==> config.mk <==
export PLATFORM = sky130hd
export DESIGN_NAME = memory_access_flat
export DESIGN_NICKNAME = d
export VERILOG_FILES = /design/src/rtl/memory_access_if.sv /design/src/rtl/memory_access.sv /design/src/flat_wrapper.sv
export SDC_FILE = /design/constraint.sdc
export NUM_CORES = 2
export LEC_CHECK = 0
export ABC_AREA = 1
export CORE_MARGIN = 2
export CORE_UTILIZATION = 65
export CTS_CLUSTER_SIZE = 25
export DETAILED_ROUTE_END_ITERATION = 10
export GPL_ROUTABILITY_DRIVEN = 0
export PLACE_DENSITY = 0.9
export SETUP_SLACK_MARGIN = 0.1
export SLEW_MARGIN = 20
export SYNTH_ARGS = -nofsm -noshare
export SYNTH_HDL_FRONTEND = slang
export SYNTH_SLANG_ARGS = --single-unit
==> constraint.sdc <==
create_clock -name clk -period 6.1 [get_ports clk]
set_input_delay 1.525 -clock clk [delete_from_list [all_inputs] [get_ports clk]]
set_output_delay 1.525 -clock clk [all_outputs]
set_load 0.005 [all_outputs]
==> src/rtl/memory_access_if.sv <==
// EX/MEM -> MEM/WB bus of the memory-access stage, plus the debug read port.
interface memory_access_if #(
    parameter int DEPTH = 32
);
    localparam int AW = $clog2(DEPTH);

    logic [4:0]    inWB;
    logic [2:0]    inMEM;
    logic [2:0]    inLSType;
    logic [31:0]   inALUResult;
    logic [31:0]   inRegB;
    logic [4:0]    inRegF_wreg;
    logic          stop_debug;
    logic [AW-1:0] dbg_addr;

    logic [4:0]    outWB;
    logic [31:0]   outALUResult;
    logic [31:0]   outReadData;
    logic [4:0]    outRegF_wreg;
    logic [31:0]   outRegF_wd;
    logic          outMisaligned;
    logic [4:0]    MEM_rd;
    logic          MEM_regF_wr;
    logic [31:0]   dbg_data;

    modport slave (
        input  inWB, inMEM, inLSType, inALUResult, inRegB, inRegF_wreg,
               stop_debug, dbg_addr,
        output outWB, outALUResult, outReadData, outRegF_wreg, outRegF_wd,
               outMisaligned, MEM_rd, MEM_regF_wr, dbg_data
    );

    modport master (
        output inWB, inMEM, inLSType, inALUResult, inRegB, inRegF_wreg,
               stop_debug, dbg_addr,
        input  outWB, outALUResult, outReadData, outRegF_wreg, outRegF_wd,
               outMisaligned, MEM_rd, MEM_regF_wr, dbg_data
    );
endinterface

==> src/rtl/memory_access.sv <==
// Memory-access pipeline stage: byte-lane data memory with B/H/W loads and stores,
// misalignment detection and the MEM/WB register, all clocked on the falling edge.
module memory_access_lane #(
    parameter int DEPTH = 32,
    parameter int AW    = $clog2(DEPTH)
) (
    input  logic          clk,
    input  logic          rst,
    input  logic          we,
    input  logic [AW-1:0] idx,
    input  logic [7:0]    wrData,
    output logic [7:0]    rdData,
    input  logic [AW-1:0] dbgIdx,
    output logic [7:0]    dbgData
);
    logic [DEPTH-1:0][7:0] mem;

    // Memory is never cleared; a store caught under reset is simply dropped.
    always_ff @(negedge clk) begin
        if (rst && we) mem[idx] <= wrData;
    end

    assign rdData  = mem[idx];
    assign dbgData = mem[dbgIdx];
endmodule

module memory_access #(
    parameter int DEPTH = 32
) (
    input  logic            clk,
    input  logic            rst,
    memory_access_if.slave  bus
);
    localparam int AW    = $clog2(DEPTH);
    localparam int LANES = 4;

    localparam logic [2:0] LS_B  = 3'b000;
    localparam logic [2:0] LS_H  = 3'b001;
    localparam logic [2:0] LS_BU = 3'b100;
    localparam logic [2:0] LS_HU = 3'b101;

    logic [AW-1:0]          wordIdx;
    logic [1:0]             byteOff;
    logic                   memRead, memWrite;
    logic                   isB, isH, isW, isSigned;
    logic                   misaligned, wrEn;
    logic [LANES-1:0]       byteEn;
    logic [LANES-1:0][7:0]  wrData;
    logic [LANES-1:0][7:0]  rdWord;
    logic [LANES-1:0][7:0]  dbgWord;
    logic [7:0]             rdByte;
    logic [15:0]            rdHalf;
    logic [31:0]            loadData;
    logic                   unusedBits;

    assign wordIdx  = bus.inALUResult[AW+1:2];
    assign byteOff  = bus.inALUResult[1:0];
    assign memRead  = bus.inMEM[1];
    assign memWrite = bus.inMEM[0];

    // Branch bit and the address bits above the memory size play no part here.
    assign unusedBits = ^{bus.inMEM[2], bus.inALUResult[31:AW+2]};

    always_comb begin
        isB      = (bus.inLSType == LS_B) || (bus.inLSType == LS_BU);
        isH      = (bus.inLSType == LS_H) || (bus.inLSType == LS_HU);
        isW      = !isB && !isH;
        isSigned = (bus.inLSType == LS_B) || (bus.inLSType == LS_H);
        misaligned = (memRead || memWrite) &&
                     ((isH && byteOff[0]) || (isW && (byteOff != 2'b00)));
        wrEn = memWrite && !misaligned && !bus.stop_debug;
    end

    // Store data is replicated across lanes so each lane only needs its enable.
    always_comb begin
        byteEn = '0;
        wrData = bus.inRegB;
        if (isB) begin
            byteEn[byteOff] = 1'b1;
            wrData          = {LANES{bus.inRegB[7:0]}};
        end else if (isH) begin
            byteEn = byteOff[1] ? 4'b1100 : 4'b0011;
            wrData = {2{bus.inRegB[15:0]}};
        end else begin
            byteEn = 4'b1111;
        end
    end

    for (genvar g = 0; g < LANES; g++) begin : gLane
        memory_access_lane #(.DEPTH(DEPTH), .AW(AW)) uLane (
            .clk     (clk),
            .rst     (rst),
            .we      (wrEn && byteEn[g]),
            .idx     (wordIdx),
            .wrData  (wrData[g]),
            .rdData  (rdWord[g]),
            .dbgIdx  (bus.dbg_addr),
            .dbgData (dbgWord[g])
        );
    end

    always_comb begin
        rdByte   = rdWord[byteOff];
        rdHalf   = byteOff[1] ? rdWord[3:2] : rdWord[1:0];
        loadData = rdWord;
        if (isB)      loadData = {{24{isSigned && rdByte[7]}}, rdByte};
        else if (isH) loadData = {{16{isSigned && rdHalf[15]}}, rdHalf};
    end

    // MEM/WB register; a frozen pipeline holds everything.
    always_ff @(negedge clk or negedge rst) begin
        if (!rst) begin
            bus.outWB         <= '0;
            bus.outALUResult  <= '0;
            bus.outReadData   <= '0;
            bus.outRegF_wreg  <= '0;
            bus.outMisaligned <= 1'b0;
        end else if (!bus.stop_debug) begin
            bus.outWB         <= {bus.inWB[4:1], bus.inWB[0] && !misaligned};
            bus.outALUResult  <= bus.inALUResult;
            bus.outReadData   <= (memRead && !misaligned) ? loadData : 32'h0;
            bus.outRegF_wreg  <= bus.inRegF_wreg;
            bus.outMisaligned <= misaligned;
        end
    end

    assign bus.outRegF_wd  = bus.outWB[1] ? bus.outReadData : bus.outALUResult;
    assign bus.MEM_rd      = bus.inRegF_wreg;
    assign bus.MEM_regF_wr = bus.inWB[0];
    assign bus.dbg_data    = dbgWord;
endmodule
==> src/flat_wrapper.sv <==
// flat-port wrapper written by rule: the top's interface ports become plain ports
module memory_access_flat 
#(
    parameter int DEPTH = 32
)
  (clk, rst, bus_inWB, bus_inMEM, bus_inLSType, bus_inALUResult, bus_inRegB, bus_inRegF_wreg, bus_stop_debug, bus_dbg_addr, bus_outWB, bus_outALUResult, bus_outReadData, bus_outRegF_wreg, bus_outRegF_wd, bus_outMisaligned, bus_MEM_rd, bus_MEM_regF_wr, bus_dbg_data);
  memory_access_if #(.DEPTH(DEPTH)) bus_i ();
  input  logic clk;
  input  logic rst;
  input wire logic [$bits(bus_i.inWB)-1:0] bus_inWB;
  input wire logic [$bits(bus_i.inMEM)-1:0] bus_inMEM;
  input wire logic [$bits(bus_i.inLSType)-1:0] bus_inLSType;
  input wire logic [$bits(bus_i.inALUResult)-1:0] bus_inALUResult;
  input wire logic [$bits(bus_i.inRegB)-1:0] bus_inRegB;
  input wire logic [$bits(bus_i.inRegF_wreg)-1:0] bus_inRegF_wreg;
  input wire logic [$bits(bus_i.stop_debug)-1:0] bus_stop_debug;
  input wire logic [$bits(bus_i.dbg_addr)-1:0] bus_dbg_addr;
  output wire logic [$bits(bus_i.outWB)-1:0] bus_outWB;
  output wire logic [$bits(bus_i.outALUResult)-1:0] bus_outALUResult;
  output wire logic [$bits(bus_i.outReadData)-1:0] bus_outReadData;
  output wire logic [$bits(bus_i.outRegF_wreg)-1:0] bus_outRegF_wreg;
  output wire logic [$bits(bus_i.outRegF_wd)-1:0] bus_outRegF_wd;
  output wire logic [$bits(bus_i.outMisaligned)-1:0] bus_outMisaligned;
  output wire logic [$bits(bus_i.MEM_rd)-1:0] bus_MEM_rd;
  output wire logic [$bits(bus_i.MEM_regF_wr)-1:0] bus_MEM_regF_wr;
  output wire logic [$bits(bus_i.dbg_data)-1:0] bus_dbg_data;
  assign bus_i.inWB = bus_inWB;
  assign bus_i.inMEM = bus_inMEM;
  assign bus_i.inLSType = bus_inLSType;
  assign bus_i.inALUResult = bus_inALUResult;
  assign bus_i.inRegB = bus_inRegB;
  assign bus_i.inRegF_wreg = bus_inRegF_wreg;
  assign bus_i.stop_debug = bus_stop_debug;
  assign bus_i.dbg_addr = bus_dbg_addr;
  assign bus_outWB = bus_i.outWB;
  assign bus_outALUResult = bus_i.outALUResult;
  assign bus_outReadData = bus_i.outReadData;
  assign bus_outRegF_wreg = bus_i.outRegF_wreg;
  assign bus_outRegF_wd = bus_i.outRegF_wd;
  assign bus_outMisaligned = bus_i.outMisaligned;
  assign bus_MEM_rd = bus_i.MEM_rd;
  assign bus_MEM_regF_wr = bus_i.MEM_regF_wr;
  assign bus_dbg_data = bus_i.dbg_data;
  memory_access #(.DEPTH(DEPTH)) u_core (.clk(clk), .rst(rst), .bus(bus_i));
endmodule
==> results of run 1 <==
-- metrics by stage --
| stage | instances | setup TNS (ps) | setup WS, ps | utilization | cell area [µm²] |
|---|---|---|---|---|---|
| after CTS | 8056 | -49770 | -871 | 0.930 | 74800 |
| after detailed placement | 6683 | -1047580 | -1250 | 0.778 | 62600 |
| after global placement | 6683 | -852980 | -1120 | 0.778 | 62600 |
| after floorplan | 5207 | -134990 | -141 | - | 53800 |
-- what timing repair did --
action | 4_1_cts
gates cloned | 30
setup buffers | 123
pin swaps | 332
endpoints found under the setup margin | 1226
hold endpoints to repair | 0
gates resized for setup | 1168
-- logic make-up after synthesis --
group | after synthesis | synth area share
simple gates | 2187 | 0.162
buf+inv | 488 | 0.0417
flops | 1099 | 0.619
mux | 7 | 0.00150
compound gates | 1426 | 0.176
-- routing by layer --
metal	global-route usage	overflow
met5	0.809	72
met2	1.18	3586
met3	0.911	434
met1	0.935	444
met4	1.10	1420
==> summary.txt, run 1 <==
Placed design
  – Port bufs: 231
  – DPL Wire Length: 131000 µm

Floorplanning
  – Rows: 104
  – # IOs: 233
  – Die span in y: 289 µm
  – Die X: 289 µm
  – Initial core utilization: 0.655

Global route
  – First-pass GRT wire length: 604000 µm
  – Pin count of the biggest net entering global routing: 118
  – GRT Overall Usage: 1.02
  – Vias in the first global route: 81500
  – Total grt overflow: 5956

Clock tree
  – Clk buf depth: 3
  – CTS root buffer: clkbuf_16
  – Clock Sinks: 1099
  – Hold buffers post-CTS: 0
  – TritonCTS Buffers: 112
  – H-tree levels: 3

Synth
  – Syn Area/Cell: 10.1 µm²
  – Top FF cell, synth: edfxtp_1
  – Area leader, netlist: edfxtp_1
  – Syn. warnings: 0
  – Count leader, synth: nand2_1
  – Top-area cell type share of the netlist area: 0.584
  – #FFs+latches synth: 1099
  – Synth area leaders: edfxtp_1 58%, nand2_1 9.2%, a22oi_1 6.1%, o21ai_0 5.9%, nor2_1 5.4%
  – Register area share after synthesis: 0.619
  – Fraction of registers with async set/reset: 0.0682
  – Post-Syn Instances: 5207
  – Cell variety after synth: 39
  – Post-Syn Area: 52700 µm²
  – Syn_nets: 5295
  – Number of flops mapped to enable cells by yosys: 1024
  – Commonest cells post-synth: 1291 x nand2_1, 1024 x edfxtp_1, 759 x nor2_1, 620 x o21ai_0, 426 x a22oi_1

Outcome
  – Halt Stage: 5_1_grt
  – Status: aborted with a tool error
  – Tool Error: [ERROR GRT-0116] Global routing finished with congestion. Check the congestion regions in the DRC Viewer.
==> inputs of run 2 (changes only) <==
Settings changed: CORE_UTILIZATION 65 to 40, CTS_CLUSTER_SIZE 25 to unset, PLACE_DENSITY 0.9 to unset, PLACE_DENSITY_LB_ADDON set to 0.15, SETUP_SLACK_MARGIN 0.1 to unset.
==> run 2 against run 1 <==
  * The flow now finishes, with violations (setup timing)
  * Synthesized cell count did not move
  * Synthesized area unchanged
==> summary.txt, run 2 <==
STA
  – Clock skew: 85.5 ps
  – Worst-Margin Slew: 945 ps
  – Slew HR: 0.370
  – Final Setup Violations: 66
  – Final worst setup slack: -848 ps
  – RSZ-0062 raised after global routing: yes
  – Setup TNS: -33920 ps
  – Final slew viol count: 0
  – Fin. Hold Viols: 0

Finish
  – Largest reg by FF count: u_core.gLane.uLane.mem
  – Commonest cells after routing, fill and taps aside: 1217 x nand2_1, 1105 x inv_1, 1024 x edfxtp_1, 616 x buf_4, 565 x nor2_1
  – Nets@finish: 7188
  – Finished Core Util: 0.583
  – Max reg flops: 1024
  – Footprint of the multi-input gates: 20500 µm²
  – Fin area: 76400 µm²
  – Commonest non-fill, non-tap cell in the layout: nand2_1
  – Final-layout fill cell count: 11200
  – Area delta synth->final: 45.0%
  – Regs by FF count: u_core.gLane.uLane.mem: 1024 flops, u_core.bus.outALUResult: 32 flops, u_core.bus.outReadData: 32 flops
  – Fraction of layout cells with a size suffix above 1: 0.236
  – Seq. cell area: 32600 µm²

Power
  – Switching portion of total power: 0.310
  – Pint: 15100 µW
  – Leakage power: 0.0326 µW
  – Pwr Density: 287 nW/µm²
  – Combinational share of power: 0.119
  – Clock power share: 0.495
  – Maximum VDD drop: 0.000357 V
  – Sequential Power Share: 0.386
  – Switch Pwr: 6810 µW

Worst setup path
  – Startpoint Class: register
  – Crit-path cells: o21ai_2 > o221ai_2 > nand3_1 > o21ai_1 > buf_4 > nor2_2 > a31oi_1 > buf_4 > buf_6
  – Critical path peak fanout: 2
  – Critical Path AT: 5420 ps
  – Slowest CP cell: edfxtp_1
  – WP data required: 4580 ps
  – Crit Path Category: register to output port
  – Slowest cell delay on critical path: 360 ps
  – Flop2flop setup slack: 3910 ps
  – Most frequent CP cell: buf_4
  – Setup crit end kind: output port

Min path
  – HP Class: register to register

Drt
  – Routed Antenna Nets: 0
  – Initial DRC count: 7012
  – Routed WL: 224000 µm
  – DR vias/cell: 5.78
  – DR WL/cell: 25.0 µm
  – DR vias: 51800
  – DR pass1 iterations: 7
  – Drt drc: 0

Synth
  – Area leader, netlist: edfxtp_1
  – Fraction of registers with async set/reset: 0.0682
  – #FFs+latches synth: 1099
  – Post-Syn Area: 52700 µm²
  – Post-Syn Instances: 5207
  – Syn_nets: 5295
  – Syn Area/Cell: 10.1 µm²
  – Top FF cell, synth: edfxtp_1
  – Top-area cell type share of the netlist area: 0.584
  – Register area share after synthesis: 0.619
  – Syn. warnings: 0
  – Cell variety after synth: 39
  – Number of flops mapped to enable cells by yosys: 1024
  – Commonest cells post-synth: 1291 x nand2_1, 1024 x edfxtp_1, 759 x nor2_1, 620 x o21ai_0, 426 x a22oi_1
  – Count leader, synth: nand2_1
  – Synth area leaders: edfxtp_1 58%, nand2_1 9.2%, a22oi_1 6.1%, o21ai_0 5.9%, nor2_1 5.4%

Floorplanning
  – Die X: 367 µm
  – Die area: 135000 µm²
  – # IOs: 233
  – Die span in y: 367 µm
  – Core Footprint: 131000 µm²
  – Initial core utilization: 0.402
  – Rows: 133

Clock tree
  – H-tree levels: 4
  – Clk buf depth: 3
  – Worst-skew pair later-pin latency: 790 ps
  – CTS root buffer: clkbuf_16
  – TritonCTS Buffers: 131
  – CTS tree: yes
  – Hold buffers post-CTS: 0
  – Clock Sinks: 1099
  – CTS clk-pin slew, worst paths: 50 ps

Global route
  – First-pass GRT wire length: 320000 µm
  – GR Util met1: 0.413
  – Initial antenna violation count: 3
  – Pin count of the biggest net entering global routing: 119
  – Grt met3 use: 0.0924
  – GRT Overall Usage: 0.321
  – Total grt overflow: 0
  – Vias in the first global route: 51400
  – Grt peak-use layer: met2
  – Met2 Usage GRT: 0.487

Placed design
  – Port bufs: 231
  – Cell area after placement: 65700 µm²
  – DPL Wire Length: 143000 µm

Outcome
  – Status: finished, violations left
  – Failing checks: setup timing

Run
  – Max-cap violations: 0
run 2: worst max-delay path: cells and delay by family, from the launching register on:
kind            cells  cell delay, ps
simple gates        2             170
flops               1             360
buf+inv             3             430
compound gates      4             620
run 2: path summary, 6_finish.rpt:
kind,to,start,depth (start not counted)
setup / recovery,bus_dbg_data[26],u_core.gLane[3].uLane.mem[138]$_DFFE_NP_,9
hold / removal,u_core.bus.outWB[2]$_DFFE_NN0N_,u_core.bus.outWB[2]$_DFFE_NN0N_,2
setup reg to reg,u_core.bus.outReadData[19]$_DFFE_NN0N_,u_core.gLane[2].uLane.mem[59]$_DFFE_NP_,13
hold reg to reg,u_core.bus.outWB[2]$_DFFE_NN0N_,u_core.bus.outWB[2]$_DFFE_NN0N_,2
max in group asynchronous,u_core.bus.outReadData[1]$_DFFE_NN0N_,rst,3
min in group asynchronous,u_core.bus.outALUResult[5]$_DFFE_NN0N_,rst,1
run 2: through the flow:
stage / worst slack [ps] / power, µW / std cells / hold WS, ps
after floorplan: -175 / 10600 / 5207 / 430
after global routing: -890 / 23000 / 8957 / 455
final: -848 / 21900 / 8958 / 419
after CTS: -823 / 21900 / 8939 / 423
after global placement: -1550 / 11900 / 7607 / 419
after detailed placement: -1560 / 11900 / 7607 / 425
run 2: cell type report:
cell class	count	share of cell area
antenna	1	0.0000328
clock buffer	139	0.0445
clock inverter	1120	0.0638
inverter	71	0.00406
multi-input combinational	3624	0.268
sequential	1099	0.427
tap	1755	0.0287
timing repair buffer	1149	0.163
run 2: logic make-up (layout without fill, tap and decap cells):
logic type             Yosys count  after routing  synth area share
other                            0              1                 0
flip-flops                    1099           1099             0.619
AO/OA/AOI/OAI                 1426           1426             0.176
buffers and inverters          488           2479            0.0417
multiplexers                     7              7           0.00150
AND/OR/NAND/NOR               2187           2191             0.162
run 2: repair_timing:
item,4_1_cts,5_1_grt
pin swaps,127,128
buffers inserted,83,24
setup endpoints to repair,621,116
gates cloned,13,6
gates resized for setup,683,247
run 2: per-layer routing:
layer | part of all wire | wire length [µm]
met1 | 0.39 | 86400
met5 | 0.000089 | 20
met4 | 0.044 | 9770
met2 | 0.46 | 102000
met3 | 0.11 | 25600
run 2: power groups by stage:
stage                     sequential (µW)  clock (µW)  combinational (µW)
after floorplan                      8550         993                1040
after global placement               8550         993                2320
after detailed placement             8560         993                2330
after CTS                            8460       11000                2490
after global routing                 8450       11800                2740
final                                8460       10900                2620
(Power assumes the default switching activity.)
